### src/rtl/periodic_framer_v2_pkg.sv
// periodic_framer_v2 shared types: FSM state encoding and settings-bus offsets.
// Imported by the framer top and its output register.
package periodic_framer_pkg;

    typedef enum logic [1:0] {
        IDLE,
        OFFSET,
        FRAME,
        GAP
    } state_t;

    localparam int SR_FRAME_LEN  = 0;
    localparam int SR_GAP_LEN    = 1;
    localparam int SR_OFFSET     = 2;
    localparam int SR_NUM_FRAMES = 3;
    localparam int SR_MODE       = 4;

    function automatic logic [7:0] sr_addr(input int base, input int off);
        return 8'(base + off);
    endfunction

endpackage

### src/rtl/periodic_framer_v2_if.sv
// periodic_framer_v2 stream interface: input samples with trigger, framed output.
// The framer takes the slave side, the surrounding chain the master side.
interface periodic_framer_v2_if #(
    parameter int WIDTH = 32
);
    logic [WIDTH-1:0] i_tdata;
    logic             i_tvalid;
    logic             i_tready;
    logic             i_trig;
    logic [WIDTH-1:0] o_tdata;
    logic             o_tlast;
    logic             o_teob;
    logic             o_tvalid;
    logic             o_tready;

    modport slave (
        input  i_tdata, i_tvalid, i_trig, o_tready,
        output i_tready, o_tdata, o_tlast, o_teob, o_tvalid
    );

    modport master (
        output i_tdata, i_tvalid, i_trig, o_tready,
        input  i_tready, o_tdata, o_tlast, o_teob, o_tvalid
    );
endinterface

### src/rtl/periodic_framer_v2_out_reg.sv
// periodic_framer_v2 output stage: one-deep AXI-stream flop with tlast/teob
// sideband, full throughput, contents held while the sink stalls.
module periodic_framer_out_reg #(
    parameter int WIDTH = 32
) (
    input  logic             clk,
    input  logic             reset,
    input  logic             in_valid_i,
    input  logic [WIDTH-1:0] in_data_i,
    input  logic             in_last_i,
    input  logic             in_eob_i,
    output logic             in_ready_o,
    output logic [WIDTH-1:0] o_tdata_o,
    output logic             o_tlast_o,
    output logic             o_teob_o,
    output logic             o_tvalid_o,
    input  logic             o_tready_i
);
    logic [WIDTH-1:0] data_q;
    logic             last_q;
    logic             eob_q;
    logic             valid_q;

    assign in_ready_o = !valid_q || o_tready_i;

    always_ff @(posedge clk or posedge reset) begin
        if (reset) begin
            data_q  <= '0;
            last_q  <= 1'b0;
            eob_q   <= 1'b0;
            valid_q <= 1'b0;
        end else if (in_ready_o) begin
            valid_q <= in_valid_i;
            if (in_valid_i) begin
                data_q <= in_data_i;
                last_q <= in_last_i;
                eob_q  <= in_eob_i;
            end
        end
    end

    assign o_tdata_o  = data_q;
    assign o_tlast_o  = last_q;
    assign o_teob_o   = eob_q;
    assign o_tvalid_o = valid_q;
endmodule

### src/rtl/periodic_framer_v2.sv
// periodic_framer_v2: trigger-aligned OFDM sample framer (offset, frame, CP gap).
// Optional counters enabled by PERIODIC_FRAMER_STATS_EN.
module periodic_framer_v2
    import periodic_framer_pkg::*;
#(
    parameter int WIDTH   = 32,
    parameter int LEN_W   = 16,
    parameter int CNT_W   = 16,
    parameter int SR_BASE = 130
) (
    input  logic                 clk,
    input  logic                 reset,
    input  logic                 set_stb,
    input  logic [7:0]           set_addr,
    input  logic [31:0]          set_data,
    periodic_framer_v2_if.slave  axis,
    output logic                 busy
`ifdef PERIODIC_FRAMER_STATS_EN
    ,
    input  logic                 stat_clr,
    output logic [31:0]          stat_frames,
    output logic [15:0]          stat_retrigs
`endif
);
    typedef struct packed {
        logic             retrig;
        logic [CNT_W-1:0] num;
        logic [LEN_W-1:0] off;
        logic [LEN_W-1:0] gap;
        logic [LEN_W-1:0] flen;
    } cfg_t;

    cfg_t             sh_q;
    cfg_t             wk_q, wk_d;
    state_t           state_q, state_d;
    logic [LEN_W-1:0] cnt_q, cnt_d;
    logic [CNT_W-1:0] frames_q, frames_d;

    logic             out_rdy;
    logic             beat;
    logic             trig_rt;
    logic             emit, emit_last, emit_eob;
    logic             frame_done, retrig_acc;
    logic             start, frame_beat;
    cfg_t             cfg;
    logic [LEN_W-1:0] fcnt;
    logic [CNT_W-1:0] fcount, fnext;
    logic             unused_bits;

    assign unused_bits = ^set_data;

    always_ff @(posedge clk or posedge reset) begin
        if (reset) begin
            sh_q <= '0;
        end else if (set_stb) begin
            if (set_addr == sr_addr(SR_BASE, SR_FRAME_LEN))
                sh_q.flen <= set_data[LEN_W-1:0];
            if (set_addr == sr_addr(SR_BASE, SR_GAP_LEN))
                sh_q.gap <= set_data[LEN_W-1:0];
            if (set_addr == sr_addr(SR_BASE, SR_OFFSET))
                sh_q.off <= set_data[LEN_W-1:0];
            if (set_addr == sr_addr(SR_BASE, SR_NUM_FRAMES))
                sh_q.num <= set_data[CNT_W-1:0];
            if (set_addr == sr_addr(SR_BASE, SR_MODE))
                sh_q.retrig <= set_data[0];
        end
    end

    // A trigger beat may have to be emitted, so it waits for output space.
    assign axis.i_tready = (state_q == FRAME || axis.i_trig) ? out_rdy : 1'b1;
    assign beat    = axis.i_tvalid && axis.i_tready;
    assign trig_rt = axis.i_trig && wk_q.retrig;

    always_comb begin
        state_d    = state_q;
        cnt_d      = cnt_q;
        frames_d   = frames_q;
        wk_d       = wk_q;
        emit       = 1'b0;
        emit_last  = 1'b0;
        emit_eob   = 1'b0;
        frame_done = 1'b0;
        retrig_acc = 1'b0;
        start      = 1'b0;
        frame_beat = 1'b0;
        cfg        = wk_q;
        fcnt       = cnt_q;
        fcount     = frames_q;
        fnext      = frames_q;
        if (beat) begin
            unique case (state_q)
                IDLE: start = axis.i_trig;
                OFFSET: begin
                    if (trig_rt) begin
                        start      = 1'b1;
                        retrig_acc = 1'b1;
                    end else if (cnt_q == wk_q.off - LEN_W'(1)) begin
                        state_d = FRAME;
                        cnt_d   = '0;
                    end else begin
                        cnt_d = cnt_q + LEN_W'(1);
                    end
                end
                GAP: begin
                    if (trig_rt) begin
                        start      = 1'b1;
                        retrig_acc = 1'b1;
                    end else if (cnt_q == wk_q.gap - LEN_W'(1)) begin
                        state_d = FRAME;
                        cnt_d   = '0;
                    end else begin
                        cnt_d = cnt_q + LEN_W'(1);
                    end
                end
                FRAME: begin
                    if (trig_rt) begin
                        // Close the frame on the trigger; it is offset sample 0.
                        emit       = 1'b1;
                        emit_last  = 1'b1;
                        emit_eob   = 1'b1;
                        frame_done = 1'b1;
                        retrig_acc = 1'b1;
                        wk_d       = sh_q;
                        frames_d   = '0;
                        cnt_d      = LEN_W'(1);
                        if (sh_q.flen == '0) begin
                            state_d = IDLE;
                        end else if (sh_q.off <= LEN_W'(1)) begin
                            state_d = FRAME;
                            cnt_d   = '0;
                        end else begin
                            state_d = OFFSET;
                        end
                    end else begin
                        frame_beat = 1'b1;
                    end
                end
            endcase
            if (start) begin
                wk_d     = sh_q;
                frames_d = '0;
                cfg      = sh_q;
                fcnt     = '0;
                fcount   = '0;
                if (sh_q.flen == '0) begin
                    state_d = IDLE;
                end else if (sh_q.off == '0) begin
                    frame_beat = 1'b1;
                end else if (sh_q.off == LEN_W'(1)) begin
                    state_d = FRAME;
                    cnt_d   = '0;
                end else begin
                    state_d = OFFSET;
                    cnt_d   = LEN_W'(1);
                end
            end
            if (frame_beat) begin
                emit = 1'b1;
                if (fcnt == cfg.flen - LEN_W'(1)) begin
                    emit_last  = 1'b1;
                    frame_done = 1'b1;
                    cnt_d      = '0;
                    fnext      = (fcount == '1) ? fcount : fcount + CNT_W'(1);
                    frames_d   = fnext;
                    if (cfg.num != '0 && fnext == cfg.num) begin
                        emit_eob = 1'b1;
                        state_d  = IDLE;
                    end else if (cfg.gap == '0) begin
                        state_d = FRAME;
                    end else begin
                        state_d = GAP;
                    end
                end else begin
                    cnt_d   = fcnt + LEN_W'(1);
                    state_d = FRAME;
                end
            end
        end
    end

    always_ff @(posedge clk or posedge reset) begin
        if (reset) begin
            state_q  <= IDLE;
            cnt_q    <= '0;
            frames_q <= '0;
            wk_q     <= '0;
        end else begin
            state_q  <= state_d;
            cnt_q    <= cnt_d;
            frames_q <= frames_d;
            wk_q     <= wk_d;
        end
    end

    assign busy = (state_q != IDLE);

    periodic_framer_out_reg #(
        .WIDTH(WIDTH)
    ) u_out (
        .clk       (clk),
        .reset     (reset),
        .in_valid_i(emit),
        .in_data_i (axis.i_tdata),
        .in_last_i (emit_last),
        .in_eob_i  (emit_eob),
        .in_ready_o(out_rdy),
        .o_tdata_o (axis.o_tdata),
        .o_tlast_o (axis.o_tlast),
        .o_teob_o  (axis.o_teob),
        .o_tvalid_o(axis.o_tvalid),
        .o_tready_i(axis.o_tready)
    );

`ifdef PERIODIC_FRAMER_STATS_EN
    logic [31:0] stat_frames_q;
    logic [15:0] stat_retrigs_q;

    always_ff @(posedge clk or posedge reset) begin
        if (reset) begin
            stat_frames_q  <= '0;
            stat_retrigs_q <= '0;
        end else if (stat_clr) begin
            stat_frames_q  <= '0;
            stat_retrigs_q <= '0;
        end else begin
            if (frame_done)
                stat_frames_q <= stat_frames_q + 32'd1;
            if (retrig_acc && stat_retrigs_q != '1)
                stat_retrigs_q <= stat_retrigs_q + 16'd1;
        end
    end

    assign stat_frames  = stat_frames_q;
    assign stat_retrigs = stat_retrigs_q;
`else
    logic unused_stats;
    assign unused_stats = frame_done ^ retrig_acc;
`endif
endmodule
### src/flat_wrapper.sv
// flat-port wrapper written by rule: the top's interface ports become plain ports
module periodic_framer_v2_flat import periodic_framer_pkg::*;
#(
    parameter int WIDTH   = 32,
    parameter int LEN_W   = 16,
    parameter int CNT_W   = 16,
    parameter int SR_BASE = 130
)
  (clk, reset, set_stb, set_addr, set_data, busy, axis_i_tdata, axis_i_tvalid, axis_i_trig, axis_o_tready, axis_i_tready, axis_o_tdata, axis_o_tlast, axis_o_teob, axis_o_tvalid);
  periodic_framer_v2_if #(.WIDTH(WIDTH)) axis_i ();
  input  logic clk;
  input  logic reset;
  input  logic set_stb;
  input  logic [7:0] set_addr;
  input  logic [31:0] set_data;
  output logic busy;
  input wire logic [$bits(axis_i.i_tdata)-1:0] axis_i_tdata;
  input wire logic [$bits(axis_i.i_tvalid)-1:0] axis_i_tvalid;
  input wire logic [$bits(axis_i.i_trig)-1:0] axis_i_trig;
  input wire logic [$bits(axis_i.o_tready)-1:0] axis_o_tready;
  output wire logic [$bits(axis_i.i_tready)-1:0] axis_i_tready;
  output wire logic [$bits(axis_i.o_tdata)-1:0] axis_o_tdata;
  output wire logic [$bits(axis_i.o_tlast)-1:0] axis_o_tlast;
  output wire logic [$bits(axis_i.o_teob)-1:0] axis_o_teob;
  output wire logic [$bits(axis_i.o_tvalid)-1:0] axis_o_tvalid;
  assign axis_i.i_tdata = axis_i_tdata;
  assign axis_i.i_tvalid = axis_i_tvalid;
  assign axis_i.i_trig = axis_i_trig;
  assign axis_i.o_tready = axis_o_tready;
  assign axis_i_tready = axis_i.i_tready;
  assign axis_o_tdata = axis_i.o_tdata;
  assign axis_o_tlast = axis_i.o_tlast;
  assign axis_o_teob = axis_i.o_teob;
  assign axis_o_tvalid = axis_i.o_tvalid;
  periodic_framer_v2 #(.WIDTH(WIDTH), .LEN_W(LEN_W), .CNT_W(CNT_W), .SR_BASE(SR_BASE)) u_core (.clk(clk), .reset(reset), .set_stb(set_stb), .set_addr(set_addr), .set_data(set_data), .axis(axis_i), .busy(busy));
endmodule
### config.mk
export PLATFORM = sky130hd
export DESIGN_NAME = periodic_framer_v2_flat
export DESIGN_NICKNAME = d
export VERILOG_FILES = /design/src/rtl/periodic_framer_v2_pkg.sv /design/src/rtl/periodic_framer_v2_if.sv /design/src/rtl/periodic_framer_v2_out_reg.sv /design/src/rtl/periodic_framer_v2.sv /design/src/flat_wrapper.sv
export SDC_FILE = /design/constraint.sdc
export NUM_CORES = 1
export LEC_CHECK = 0
export BUFFER_PORTS_ARGS = -buffer_cell sky130_fd_sc_hd__buf_2
export CAP_MARGIN = 0
export CORE_ASPECT_RATIO = 0.75
export CORE_UTILIZATION = 60
export DETAILED_ROUTE_END_ITERATION = 7
export GPL_TIMING_DRIVEN = 0
export MAX_ROUTING_LAYER = met4
export PLACE_DENSITY = 0.87
export SLEW_MARGIN = 30
export SYNTH_ARGS = -nofsm -noshare
export SYNTH_HDL_FRONTEND = slang
export SYNTH_HIERARCHICAL = 1
export SYNTH_SLANG_ARGS = --single-unit
### constraint.sdc
create_clock -name clk -period 7.6 [get_ports clk]
set_input_delay 1.52 -clock clk [delete_from_list [all_inputs] [get_ports clk]]
set_output_delay 1.52 -clock clk [all_outputs]
set_load 0.03 [all_outputs]
==> impl_metrics.ini, run 1 <==
[power_and_ir_drop]
power_mw = 3.985
sw_frac_of_total_pct = 40.33
clock_power_share_pct = 24.3
vdd_ir_drop_max_mv = 0.2249
leakage_nw = 6.315
internal-power_mw = 2.378
power_per_standard_cell_area_mw_per_mm2 = 296.1
pwr-share-comb_pct = 41.0
power.switching_mw = 1.607
share_seq_of_total_power_pct = 34.6

[setup_path]
cp.arrival_ns = 7.71
reg2regPathDepth = 20
regToRegEndpoint = u_core/state_q[0]
cp_capture_type = flop
worst_ep_required_time_ns = 7.99
reg_to_reg_start = u_core/state_q[0]
r2r_slack_ns = 0.95
setup.worst_path.start_class = input port
crit_fanout = 10
type_of_the_setup_path_with_the_least_slack = input port to flop

[placed_design]
place.gp.congestion = 0.9825
placedCellCount = 1494
input_output_buffers = 98
detailedPlace.worstSlack_ns = -0.2231
dpl.hpwl_um = 25560

[worst_hold_path]
holdCritPathClass = flop to flop
min_delay_path_depth = 1
hold_path_end = u_core/u_out/o_tdata_o[9]
worst_hold_startpoint = u_core/u_out/o_tdata_o[9]

[sta]
fin_ws_ns = 0.2762
tightest_pin_transition_ns = 0.9287
maxClockFrequency_mhz = 136.5
maxSlewViolCount = 0
final-setup-viol-count = 0
period_needed_ns = 7.324
setup_tns_ns = 0
timing.max_slew.rel_slack_pct = 37.30
fin_worst_skew_ns = 0.01551
final.period_utilization_pct = 96.37
setup_repair_after_global_routing_missed_its_margin = false
finalHoldViolCount = 0

[synth]
synth-edff-count = 0
seq_area_frac_synth_pct = 41.65
synth-main-ff-cell = sky130_fd_sc_hd__dfrtp_1
ys_async_sr_fraction_pct = 100.0
synthDistinctLibCells = 86
synth.ff_latch_count = 199
synth_area_per_cell_um2 = 10.47
synthesis.instances = 1142
total_standard_cell_area_after_synthesis_mm2 = 0.01196
synth_nets = 1226
synth.yosys.warnings = 6

[die]
die_area_mm2 = 0.02050
coreArea_mm2 = 0.01943
row_count = 44
die_w_um = 165.0
initial_core_utilization_pct = 61.52
die_h_um = 124.2
io_pins = 115

[detailed_routing]
wirelength_um = 35010
detail_route.drc_violations = 0
drtPass1Iterations = 6
routedWlPerCell_um = 22.94
antenna_violating_nets_post_route = 0
detail_route.vias_per_cell = 6.787
drt-initial-drc-count = 1359
vias = 10360

[clock_tree]
number_of_setup_buffers_added_after_cts = 0
clock_sink_count = 199
cts.reportedPaths.clkPinSlew_ns = 0.08
cts-htree-levels = 4
cts_buffers = 17
worst_skew_pair.late_latency_ns = 0.45
clk_path_buf_depth = 2
cts_tree = done
cts_hold_repair.buffers = 0
cts.root.buffer_cell = sky130_fd_sc_hd__clkbuf_16

[global_routing]
global_route_overflow = 0
first_global_vias = 9632
grt_antenna_before_repair = 0
grt_first_pass_wirelength_um = 54010
grt_max_degree = 91
grt_use_total_pct = 35.62

[final_layout]
layout.cells.most_common_list = 199 x sky130_fd_sc_hd__dfrtp_1, 136 x sky130_fd_sc_hd__mux2_2, 110 x sky130_fd_sc_hd__buf_2, 63 x sky130_fd_sc_hd__nor2_1, 60 x sky130_fd_sc_hd__nand2_1
design.final.nets = 1344
fin_util_pct = 69.25
drive_above_1_share_pct = 27.57
syn2layout_area_growth_pct = 12.57
antenna_cells_inserted = 0
final_cell_count_no_fill = 1526
layout_commonest_cell = sky130_fd_sc_hd__dfrtp_1

[status]
status = finished clean

[flow_run]
maxCapViolations = 0
[sequential cells by signal, summed over array words and instances, names as in the netlist]
| register | count |
|---|---|
| u_core/cnt_q | 16 |
| u_core/u_out/o_teob_o | 1 |
| u_core/u_out/o_tvalid_o | 1 |
| u_core/u_out/o_tdata_o | 32 |
| u_core/frames_q | 16 |
| u_core/wk_q | 65 |
| u_core/state_q | 2 |
| u_core/sh_q | 65 |
| u_core/u_out/o_tlast_o | 1 |
[power by group through the flow]
stage,clock network (mW),logic [mW],registers (mW)
2_1_floorplan,0,1.05,1.51
3_3_place_gp,0,1.55,1.38
3_5_place_dp,0,1.59,1.39
4_1_cts,0.978,1.60,1.37
5_1_grt,1.02,1.75,1.40
6_report,0.970,1.64,1.38
[cells by family (layout without fill, tap and decap cells)]
logic type	after synthesis	after routing	synth area share, %
compound gates	196	196	12.01
mux	182	182	17.92
buf+inv	90	221	3.674
flops	199	199	41.65
fa+ha+maj	7	7	0.7117
simple gates	382	382	17.73
xor+xnor	86	86	6.300
[how the worst max path moves through the flow]
stage | cells past startpoint | slack (ns) | from | endpoint
3_3_place_gp | 2 | -0.17 | reset | u_core/sh_q[60]
6_report | 19 | 0.28 | axis_i_trig | u_core/state_q[0]
2_1_floorplan | 1 | 1.65 | reset | u_core/cnt_q[0]
4_1_cts | 19 | 0.20 | axis_i_trig | u_core/state_q[0]
3_5_place_dp | 19 | -0.22 | axis_i_trig | u_core/state_q[0]
5_1_grt | 19 | 0.09 | axis_i_trig | u_core/state_q[0]
[area by class of cell]
cell class	count	area [um2]
repair buffers	99	518.0
clock inverters	15	220.2
multi-input cells	853	6550
plain buffers	69	361.6
clock buffers	17	425.4
inverters	21	86.33
fillers	1457	5976
well taps	253	316.6
flip-flops and latches	199	4980
[through the flow]
stage	hold slack, ns	cell area (um2)
2_1_floorplan	0.4766	11960
3_3_place_gp	0.4813	12760
3_5_place_dp	0.4886	12800
4_1_cts	0.5085	13440
5_1_grt	0.5246	13460
6_report	0.5034	13460
[critical path, stage by stage]
cell                        delay (ns)
sky130_fd_sc_hd__buf_2            0.11
sky130_fd_sc_hd__clkbuf_1         0.28
sky130_fd_sc_hd__nand3_1          0.36
sky130_fd_sc_hd__buf_4            0.25
sky130_fd_sc_hd__buf_2            0.30
sky130_fd_sc_hd__buf_2            0.35
sky130_fd_sc_hd__clkbuf_1         0.56
sky130_fd_sc_hd__clkbuf_2         0.41
sky130_fd_sc_hd__mux2i_1          0.24
sky130_fd_sc_hd__ha_1             0.29
sky130_fd_sc_hd__or3b_1           0.46
sky130_fd_sc_hd__nor4b_1          0.30
sky130_fd_sc_hd__o2111ai_1        0.14
sky130_fd_sc_hd__a221oi_1         0.47
sky130_fd_sc_hd__nand3_1          0.25
sky130_fd_sc_hd__nor4_4           0.52
sky130_fd_sc_hd__nand3_1          0.37
sky130_fd_sc_hd__nor3_1           0.36
sky130_fd_sc_hd__a211o_1          0.14
[cells in the mapped netlist, types with 10 or more instances]
| library cell | instances | share of area [%] |
|---|---|---|
| sky130_fd_sc_hd__nand4_1 | 27 | 1.4 |
| sky130_fd_sc_hd__nor2b_1 | 14 | 0.73 |
| sky130_fd_sc_hd__and3_1 | 18 | 0.94 |
| sky130_fd_sc_hd__nand2_1 | 60 | 1.9 |
| sky130_fd_sc_hd__mux2i_1 | 16 | 1.3 |
| sky130_fd_sc_hd__inv_1 | 21 | 0.66 |
| sky130_fd_sc_hd__nor3_1 | 40 | 1.7 |
| sky130_fd_sc_hd__o21ai_0 | 39 | 1.6 |
| sky130_fd_sc_hd__a31oi_1 | 19 | 0.99 |
| sky130_fd_sc_hd__a21oi_1 | 25 | 1.0 |
| sky130_fd_sc_hd__and2_1 | 10 | 0.52 |
| sky130_fd_sc_hd__mux2_2 | 136 | 13 |
| sky130_fd_sc_hd__nand3_1 | 42 | 1.8 |
| sky130_fd_sc_hd__or3_1 | 13 | 0.68 |
| sky130_fd_sc_hd__buf_2 | 12 | 0.50 |
| sky130_fd_sc_hd__clkbuf_1 | 46 | 1.4 |
| sky130_fd_sc_hd__a21o_1 | 12 | 0.75 |
| sky130_fd_sc_hd__nor2_1 | 63 | 2.0 |
| sky130_fd_sc_hd__xor2_1 | 37 | 2.7 |
| sky130_fd_sc_hd__xnor2_1 | 49 | 3.6 |
| sky130_fd_sc_hd__nor4_1 | 32 | 1.7 |
| sky130_fd_sc_hd__mux2_4 | 30 | 3.8 |
| sky130_fd_sc_hd__dfrtp_1 | 199 | 42 |
[layer usage]
| layer | share of wire, % | track usage [%] | up-vias | routed length [um] |
|---|---|---|---|---|
| met4 | 2.5 | 10.96 | 0 | 864 |
| li1 | - | - | 4487 | - |
| met5 | 0 | - | - | 0 |
| met3 | 12 | 8.255 | 75 | 4143 |
| met2 | 42 | 48.39 | 718 | 14670 |
| met1 | 44 | 52.39 | 5077 | 15340 |
[repair_timing]
action / in CTS / in global routing
hold endpoints to repair: 0 / 0
resized for setup: 0 / 3
endpoints found under the setup margin: 0 / 14
Power figures use the tool's default switching activity.
==> run 2, diff against run 1 <==
CELL_PAD_IN_SITES_DETAIL_PLACEMENT = 1   (was default)
CELL_PAD_IN_SITES_GLOBAL_PLACEMENT = 1   (was default)
CORE_UTILIZATION = 48   (was 60)
==> impl_metrics.ini, run 2 (synthesis gave the netlist of run 1 again) <==
[sta]
fin_worst_skew_ns = 0.01721
maxSlewViolCount = 0
finalHoldViolCount = 0
final-setup-viol-count = 0
period_needed_ns = 7.049
maxClockFrequency_mhz = 141.9
setup_repair_after_global_routing_missed_its_margin = false
timing.max_slew.rel_slack_pct = 34.26
tightest_pin_transition_ns = 0.9737
final.period_utilization_pct = 92.75
worst_hold_slack_ns = 0.5109

[final_layout]
fin_area_mm2 = 0.01356
fin_util_pct = 56.01
drive_above_1_share_pct = 27.57
layout.cells.most_common_list = 199 x sky130_fd_sc_hd__dfrtp_1, 136 x sky130_fd_sc_hd__mux2_2, 110 x sky130_fd_sc_hd__buf_2, 63 x sky130_fd_sc_hd__nor2_1, 60 x sky130_fd_sc_hd__nand2_1
layout_commonest_cell = sky130_fd_sc_hd__dfrtp_1
design.final.nets = 1344
syn2layout_area_growth_pct = 13.46
antenna_cells_inserted = 0

[status]
status = finished clean

[clock_tree]
worst_skew_pair.late_latency_ns = 0.47
cts_tree = done
cts-htree-levels = 4
cts_hold_repair.buffers = 0
cts.reportedPaths.clkPinSlew_ns = 0.08
cts_repair_resize_count = 0
number_of_setup_buffers_added_after_cts = 0
clock_sink_count = 199
cts_buffers = 17
cts.root.buffer_cell = sky130_fd_sc_hd__clkbuf_16
clk_path_buf_depth = 2

[worst_hold_path]
holdCritPathClass = flop to flop
worst_hold_startpoint = u_core/u_out/o_tdata_o[30]
min_delay_path_depth = 1
hold_path_end = u_core/u_out/o_tdata_o[30]

[placed_design]
dpl.hpwl_um = 30330
place.gp.congestion = 0.9549
input_output_buffers = 98
placed_inst_area_mm2 = 0.01292

[die]
io_pins = 115
die_area_mm2 = 0.02555
die_h_um = 138.7
coreArea_mm2 = 0.02422
die_w_um = 184.2
row_count = 49
initial_core_utilization_pct = 49.37

[global_routing]
grt_antenna_before_repair = 0
global_route_overflow = 0
first_global_vias = 10550
grt_first_pass_wirelength_um = 64140
grt_max_degree = 69
grt_use_total_pct = 34.34

[detailed_routing]
drtPass1Iterations = 5
routedWlPerCell_um = 25.77
wirelength_um = 41340
antenna_violating_nets_post_route = 0
detail_route.drc_violations = 0
drt-initial-drc-count = 1101
detail_route.vias_per_cell = 6.524
vias = 10460

[setup_path]
type_of_the_setup_path_with_the_least_slack = input port to flop
reg2regPathDepth = 19
cell_at_the_slowest_stage_of_the_critical_path = sky130_fd_sc_hd__nor4_2
worstPathCellList = buf_2 > clkbuf_1 > nand3_1 > buf_4 > buf_2 > buf_2 > clkbuf_1 > mux2i_1 > ha_1 > or3b_1 > nor4b_1 > o2111ai_1 > a221oi_1 > nand3_1 > nor4_2 > nand2_1 > a41o_1 > a32o_1
crit_fanout = 19
reg_to_reg_start = u_core/state_q[0]
setup.worst_path.start_class = input port
cp_capture_type = flop
regToRegEndpoint = u_core/cnt_q[0]
r2r_slack_ns = 1.17
crit_path_frequent_cell = sky130_fd_sc_hd__buf_2
cp.arrival_ns = 7.41
cp_slowest_stage_delay_ns = 0.66
worst_ep_required_time_ns = 7.96

[power_and_ir_drop]
leakage_nw = 6.314
vdd_ir_drop_max_mv = 0.2035
power_per_standard_cell_area_mw_per_mm2 = 299.7

[flow_run]
maxCapViolations = 0
## run 2: through the flow
stage | setup TNS (ns) | worst slack [ns] | power, mW | cells
6_report | 0 | 0.5508 | 4.065 | 1604
5_1_grt | 0 | 0.2213 | 4.239 | 1604
4_1_cts | 0 | 0.2476 | 4.042 | 1605
3_5_place_dp | -1.973 | -0.2669 | 3.047 | 1573
3_3_place_gp | -56.33 | -0.3513 | 2.955 | 1571
2_1_floorplan | 0 | 1.647 | 2.562 | 1142
## run 2: worst max-delay path, delay by kind of cell
family	cells	cell delay, ns
AOI/OAI and AO/OA	4	1.10
buffers and inverters	6	1.98
muxes	1	0.26
and+or+nand+nor	6	2.30
adders and majority gates	1	0.21
## run 2: how the worst max path moves through the flow
| stage | from | endpoint | slack [ns] | depth (start not counted) |
|---|---|---|---|---|
| 2_1_floorplan | reset | u_core/cnt_q[0] | 1.65 | 1 |
| 3_3_place_gp | reset | u_core/sh_q[27] | -0.35 | 2 |
| 3_5_place_dp | axis_i_trig | u_core/cnt_q[0] | -0.27 | 19 |
| 4_1_cts | axis_i_trig | u_core/cnt_q[0] | 0.25 | 19 |
| 5_1_grt | axis_i_trig | u_core/state_q[0] | 0.22 | 18 |
| 6_report | axis_i_trig | u_core/cnt_q[0] | 0.55 | 18 |
## run 2: cell type report
class	count	area, um2
Multi-Input combinational cell	853	6541
Sequential cell	199	4980
Timing Repair Buffer	100	545.5
Inverter	21	86.33
Buffer	68	356.6
Tap cell	331	414.1
Fill cell	2680	10650
Clock buffer	17	425.4
Clock inverter	15	215.2
## run 2: power by group
part / internal (mW) / leakage, nW / switching, mW / total (mW)
clock network: 0.485 / 0.308 / 0.493 / 0.977
logic: 0.670 / 3.37 / 1.02 / 1.69
registers: 1.22 / 2.64 / 0.173 / 1.40
## run 2: layer usage
metal | GRT usage [%] | part of all wire [%] | vias up
met5 | - | 0 | -
met4 | 12.76 | 2.8 | 0
met3 | 6.355 | 8.9 | 86
met2 | 49.34 | 44 | 571
met1 | 48.10 | 44 | 5313
li1 | - | - | 4494
